$ cat config.mk
export PLATFORM = sky130hd
export DESIGN_NAME = fetch_mem_sequencer
export DESIGN_NICKNAME = d
export VERILOG_FILES = /design/src/rtl/fetch_mem_sequencer.sv
export SDC_FILE = /design/constraint.sdc
export NUM_CORES = 1
export LEC_CHECK = 0
export CAP_MARGIN = 20
export CORE_ASPECT_RATIO = 0.8
export CORE_UTILIZATION = 34
export CTS_CLUSTER_SIZE = 8
export DETAILED_ROUTE_END_ITERATION = 16
export DONT_BUFFER_PORTS = 1
export PLACE_DENSITY = 0.5
export SETUP_SLACK_MARGIN = 0.15
export SYNTH_ARGS = -nofsm -noshare
export SYNTH_HDL_FRONTEND = slang
export SYNTH_SLANG_ARGS = --single-unit
$ cat constraint.sdc
create_clock -name clk -period 2.9 [get_ports clk]
set_input_delay 0.145 -clock clk [delete_from_list [all_inputs] [get_ports clk]]
set_output_delay 0.145 -clock clk [all_outputs]
set_load 0.05 [all_outputs]
$ cat src/rtl/fetch_mem_sequencer.sv
// Multi-cycle fetch/execute/memory/writeback sequencer sharing one memory port.
// Optional macro SEQ_TIMEOUT_EN adds a bus-wait watchdog that halts on an unanswered request.
module fetch_mem_sequencer #(
  parameter int TIMEOUT_CYCLES = 16
) (
  input  logic        clk,
  input  logic        reset,
  input  logic        isLoad,
  input  logic        isStore,
  input  logic [31:0] pc,
  input  logic [31:0] aluOut,
  input  logic [31:0] memWdata,
  input  logic [3:0]  memWMask,
  output logic        mem_req,
  output logic [31:0] mem_addr,
  output logic        mem_we,
  output logic [3:0]  mem_wmask,
  output logic [31:0] mem_wdata,
  input  logic        mem_ready,
  input  logic [31:0] mem_rdata,
  output logic [31:0] instr,
  output logic [31:0] memRdata,
  output logic        commit,
  output logic [31:0] retired,
  output logic        bus_err
);

  typedef enum logic [2:0] {
    S_IDLE  = 3'd0,
    S_FETCH = 3'd1,
    S_EXEC  = 3'd2,
    S_MEM   = 3'd3,
    S_WB    = 3'd4,
    S_HALT  = 3'd5
  } state_t;

  state_t      r_state;
  logic [31:0] r_instr;
  logic [31:0] r_mem_rdata;
  logic [31:0] r_retired;

  logic w_in_fetch;
  logic w_in_mem;
  logic w_req;
  logic w_store;
  logic w_load_only;
  logic w_timeout;

  assign w_in_fetch  = (r_state == S_FETCH);
  assign w_in_mem    = (r_state == S_MEM);
  assign w_req       = w_in_fetch | w_in_mem;
  // A decode claiming both load and store is handled as a store.
  assign w_store     = isStore;
  assign w_load_only = isLoad & ~isStore;

  assign mem_req   = w_req;
  assign mem_addr  = w_in_fetch ? pc : (w_in_mem ? aluOut : 32'h0);
  assign mem_we    = w_in_mem & w_store;
  assign mem_wmask = (w_in_mem & w_store) ? memWMask : 4'h0;
  assign mem_wdata = w_in_mem ? memWdata : 32'h0;

  assign instr    = r_instr;
  assign memRdata = r_mem_rdata;
  assign retired  = r_retired;
  assign commit   = (r_state == S_WB);

`ifdef SEQ_TIMEOUT_EN
  localparam int CW = (TIMEOUT_CYCLES < 2) ? 1 : $clog2(TIMEOUT_CYCLES + 1);
  logic [CW-1:0] r_wait_cnt;
  logic          r_bus_err;

  // Fires on the last tolerated unanswered cycle; a ready in that cycle still completes.
  assign w_timeout = w_req & ~mem_ready & (r_wait_cnt == CW'(TIMEOUT_CYCLES - 1));
  assign bus_err   = r_bus_err;

  always_ff @(posedge clk or negedge reset) begin
    if (!reset) begin
      r_wait_cnt <= '0;
      r_bus_err  <= 1'b0;
    end else begin
      if (w_req & ~mem_ready & ~w_timeout) r_wait_cnt <= r_wait_cnt + 1'b1;
      else                                 r_wait_cnt <= '0;
      if (w_timeout) r_bus_err <= 1'b1;
    end
  end
`else
  logic w_unused_cfg;
  assign w_unused_cfg = (TIMEOUT_CYCLES > 0);
  assign w_timeout    = 1'b0;
  assign bus_err      = 1'b0;
`endif

  always_ff @(posedge clk or negedge reset) begin
    if (!reset) begin
      r_state     <= S_IDLE;
      r_instr     <= 32'h0000_0013;
      r_mem_rdata <= 32'h0;
      r_retired   <= 32'h0;
    end else begin
      case (r_state)
        S_IDLE:  r_state <= S_FETCH;
        S_FETCH: begin
          if (w_timeout) begin
            r_state <= S_HALT;
          end else if (mem_ready) begin
            r_instr <= mem_rdata;
            r_state <= S_EXEC;
          end
        end
        S_EXEC:  r_state <= (isLoad | isStore) ? S_MEM : S_WB;
        S_MEM: begin
          if (w_timeout) begin
            r_state <= S_HALT;
          end else if (mem_ready) begin
            if (w_load_only) r_mem_rdata <= mem_rdata;
            r_state <= S_WB;
          end
        end
        S_WB: begin
          r_retired <= r_retired + 32'h1;
          r_state   <= S_FETCH;
        end
        S_HALT:  r_state <= S_HALT;
        default: r_state <= S_IDLE;
      endcase
    end
  end

endmodule
After elaboration in Yosys (flattened, before gate mapping)
Cells that the tools add are included.
W data, S select, Z words.
{ "op_classes": {"shifts": 0, "bitwise_logic": 5, "n_addsub": 1, "mul": 0, "muxes": 8, "magnitude_cmp": 0, "n_reduce_logical": 5, "eq_ne": 7, "n_div": 0} }
{ "op_table": {"columns": ["operator", "count"], "rows": [
  ["$mux W32", 3],
  ["$add A32 B1 Y32 const B", 1],
  ["$pmux W3 S5", 1],
  ["$mux W3", 3],
  ["$eq A3 B2 Y1 const B", 2],
  ["$eq A3 B3 Y1 const B", 2],
  ["$mux W4", 1],
  ["$ne A2 B2 Y1 const B", 2],
  ["$reduce_and A2 Y1", 2],
  ["$eq A3 B1 Y1 const B", 1],
  ["$logic_not A3 Y1", 1],
  ["$reduce_and A3 Y1", 1],
  ["$and A1 B1 Y1", 2],
  ["$or A1 B1 Y1", 2],
  ["$reduce_or A2 Y1", 1],
  ["$not A1 Y1", 1]
]} }
{ "word_totals": {"reg_bits": 99, "n_memories": 0, "latchBits": 0, "in_bits": 137, "word_cells": 30, "ramBits": 0, "rom_bits": 0} }

Longest topological paths before layout
{ "depth": {"ltp_word": 3, "ltp_mapped": 7} }

Least setup slack after synthesis
OpenSTA, ideal clock, no wires.
{ "synth_timing": {"path_type": "register to output", "from": "register r_state[2]", "to": "output port mem_wdata[23]", "stages_incl_launch_ff": 6, "path_slack_ns": 0.806, "n_path_buf": 2, "t_required_ns": 2.755, "t_arrival_ns": 1.949, "cell_sequence": "dfrtp_1 > nand2b_1 > clkbuf_1 > inv_2 > clkbuf_1 > and3_1"} }
{ "synth_via": {"elab_chain_len": 2} }
{ "synth_rtl": {"columns": ["item", "line", "rtl"], "rows": [
  ["start: declaration", "37", "state_t r_state;"],
  ["start signal: assignment", "110", "S_EXEC: r_state <= (isLoad | isStore) ? S_MEM : S_WB;"],
  ["$eq A3 B2 Y1", "50", "assign w_in_mem = (r_state == S_MEM);"],
  ["$mux W32", "60", "assign mem_wdata = w_in_mem ? memWdata : 32'h0;"],
  ["end: declaration", "18", "output logic [31:0] mem_wdata,"]
]} }
No other way between the ends.

Final worst setup path
{ "layout_timing": {"from": "register r_state[2]", "to": "output port mem_wmask[1]"} }
{ "layout_via": {"elab_chain_len": 3} }
{ "layout_rtl": {"columns": ["item", "line", "rtl"], "rows": [
  ["$eq A3 B2 Y1", "50", null],
  ["$and A1 B1 Y1", "59", "assign mem_wmask = (w_in_mem & w_store) ? memWMask : 4'h0;"],
  ["$mux W4", "59", null],
  ["end: declaration", "17", "output logic [3:0] mem_wmask,"]
]} }
No other way between the ends.

==> impl_metrics.toml <==
[run_status]
status = "completed"

[worst_setup_path]
crit_path_end_kind = "output pin"
r2r-end = "retired[26]"
rr_worst_depth = 4
path_buf_inv = 4
r2r-start = "r_state[0]"
critPathMaxStageDelay_ps = 420
cp_max_fo = 35
setup.worst_path.start_class = "register"
path_cells = "nand2b_1 > buf_4 > inv_2 > buf_4 > and3_1 > and2_1 > buf_12"
slowest_stage = "dfrtp_1"
crit_family = "buffers and inverters"
critPathRequiredTime_ps = 2760
path_common_cell = "buf_4"
critPathKind = "reg -> out"
arrival_ps = 2290
r2r_slack_ps = 720

[route]
wl_met3_mm = 1.126
drt_iter0_drc = 83
first_pass_iters = 4
drcViolationCount = 0
met1Wirelength_mm = 5.241
via_per_inst = 5.043
met2_length_mm = 7.010
detail-route-antenna-nets = 0
post_drt_wl_per_cell_um = 19.59
routed.top_layer = "met5"
route.vias.total = 3495
finalWirelength_mm = 13.58

[placement]
io_buffers = 0
gp_congestion = 0.7910
hpwl_mm = 9.952

[cells_and_area]
fillCellCount = 1265
final_core_util = 0.4613
n_antenna_cell = 0
multiInputGateArea_mm2 = 0.002130
nets = 646
area_growth_pct = 32.13
seq_area_mm2 = 0.002482
drive_gt1_frac = 0.3509

[hold_path]
min_path_type = "in -> reg"
min_to = "r_state[1]"
worstHoldPathCells = 3
min_from = "mem_ready"

[clock_tree]
cts.sinks = 99
cts_tree = "built"
cts_setup_buffers = 0
insertion_delay_ps = 340
cts_buffers = 9
clk_pin_slew_ps = 70
clk_path_buf_depth = 2
root_buffer = "clkbuf_16"
htree_num_levels = 3

[synthesis]
synth_edf_count = 0
async_reset_ff_frac = 1.000
syn_inst = 400
post_synth_num_cell_types = 34
postSynthAreaPerCell_um2 = 11.83
synth.cell_area_mm2 = 0.004731
synth_xor_area_frac = 0.05924
synthMuxAreaShare = 0.2200
synth_ff_type = "dfrtp_1"
synth_top_cell_area_share = 0.5078
synth_compound_area_frac = 0.007141
synth.ff_latch_count = 99
synth_top_cell_by_area = "dfrtp_1"
synth_area_leaders = "dfrtp_1 (51%), mux2_2 (15%), mux2i_1 (6.8%), and3_1 (5.2%), xnor2_1 (4.3%)"
synth_top_family_by_area = "multiplexers"
synth.most_common_cell = "dfrtp_1"
synth_common_cells = "dfrtp_1 (96), mux2_2 (64), and3_1 (39)"
yosys.area_share.adder = 0.002645
ys_warn_count = 0
synthSimpleGateAreaFrac = 0.1582
synth_sequential_area_ratio = 0.5245
syn-num-nets = 538

[flow_run]
maxCapViolCount = 0

[grt]
grt-ovfl-total = 0
antenna_found_initial = 1
grt_pass1_vias = 3500
grt_max_degree = 100
grt.total_usage = 0.1848
grt_pass1_wl_mm = 20.31

[floorplan]
dieArea_mm2 = 0.01439
fp.coreArea_mm2 = 0.01355
io_pins = 305
start_util = 0.3491
die_h_um = 107.5
row_count = 38
die_w_um = 133.9

[timing]
max_freq_mhz = 410.5
worst_slew_pin_slew_ps = 781.5
rsz0062_at_grt = "false"
fin_crit_sh = 0.8400
drv_slew = 0
hold_viol = 0
fin_skew_ps = 5.596
slew_headroom = 0.4790
setup_viol = 0
tns_ps = 0
final.min_clock_period_ps = 2436

[power_and_ir_drop]
power.leakage_nw = 3.017
finalPower_mw = 2.997
max-vdd-ir-drop_v = 0.0002564
power_density_mw_per_mm2 = 479.5
through the flow:
step	setup WS, ps	hold slack, ps	cells	cell area (um2)
floorplan	806.0	-150.6	400	4731
global placement	846.6	-148.5	642	5559
detailed placement	792.7	-148.1	642	5559
CTS	472.4	84.17	693	6251
global route	321.4	115.0	693	6251
finish	464.0	100.1	693	6251
power breakdown:
group	leakage, nW	total [mW]	switching (mW)	internal [mW]
Clock	0.162	1.31	0.541	0.766
Sequential	1.32	1.56	0.150	1.41
Combinational	1.53	0.126	0.0566	0.0696
Total	3.02	3.00	0.748	2.25
cells by family (layout without fill, tap and decap cells):
family | Yosys count | in the layout
buffers and inverters | 29 | 142
xor gates and xnor gates | 32 | 32
DFF | 99 | 99
AOI/OAI and AO/OA | 6 | 6
muxes | 96 | 96
and+or+nand+nor | 136 | 136
adders and majority gates | 1 | 1
other | 1 | 1
area by class of cell:
cell class,count,share of cell area
Sequential cell,99,0.3971
Inverter,3,0.001801
Clock buffer,9,0.03603
Timing Repair Buffer,123,0.1725
Clock inverter,7,0.01581
Multi-Input combinational cell,272,0.3407
Tap cell,180,0.03603
how the worst max path moves through the flow:
stage,start,slack [ps],to,cells after the start
6_report,r_state[2],460,mem_wmask[1],7
5_1_grt,r_state[2],320,mem_wmask[1],7
4_1_cts,r_state[2],470,mem_wmask[1],7
3_5_place_dp,r_state[0],790,retired[26],4
3_3_place_gp,r_state[0],850,retired[26],4
2_1_floorplan,r_state[2],810,mem_wdata[23],5
worst min-delay path, stage by stage:
cell,delay (ps)
xor2_1,50
a21oi_1,160
nor2_1,50
state kept, by name, indices dropped and copies added (netlist names):
name / flops
r_state: 3
retired: 32
memRdata: 32
instr: 32
cells in the final DEF, fill, tap and decap left out, types with 3 or more instances in the layout:
| master | instances |
|---|---|
| mux2_2 | 64 |
| mux2i_1 | 32 |
| dfrtp_1 | 95 |
| and3_1 | 39 |
| nor3_1 | 5 |
| dlygate4sd3_1 | 34 |
| nor2_1 | 36 |
| and4_1 | 5 |
| dfstp_2 | 3 |
| clkbuf_16 | 9 |
| and2_1 | 6 |
| nand3_1 | 8 |
| buf_12 | 4 |
| nand4_1 | 13 |
| xnor2_1 | 23 |
| nand2_1 | 14 |
| buf_4 | 84 |
| xor2_1 | 9 |
per-layer routing:
metal  vias to the layer above  track usage
met4                         2      0.07143
met2                       144       0.3150
li1                       1612            -
met5                         -            0
met1                      1721       0.2155
met3                        16      0.06026
repair_timing:
| item | in CTS | in global routing |
|---|---|---|
| hold buffers | 35 | 0 |
| hold endpoints to repair | 164 | 0 |
| resized for setup | 0 | 0 |
No activity file was read; power rests on OpenSTA's default activity.
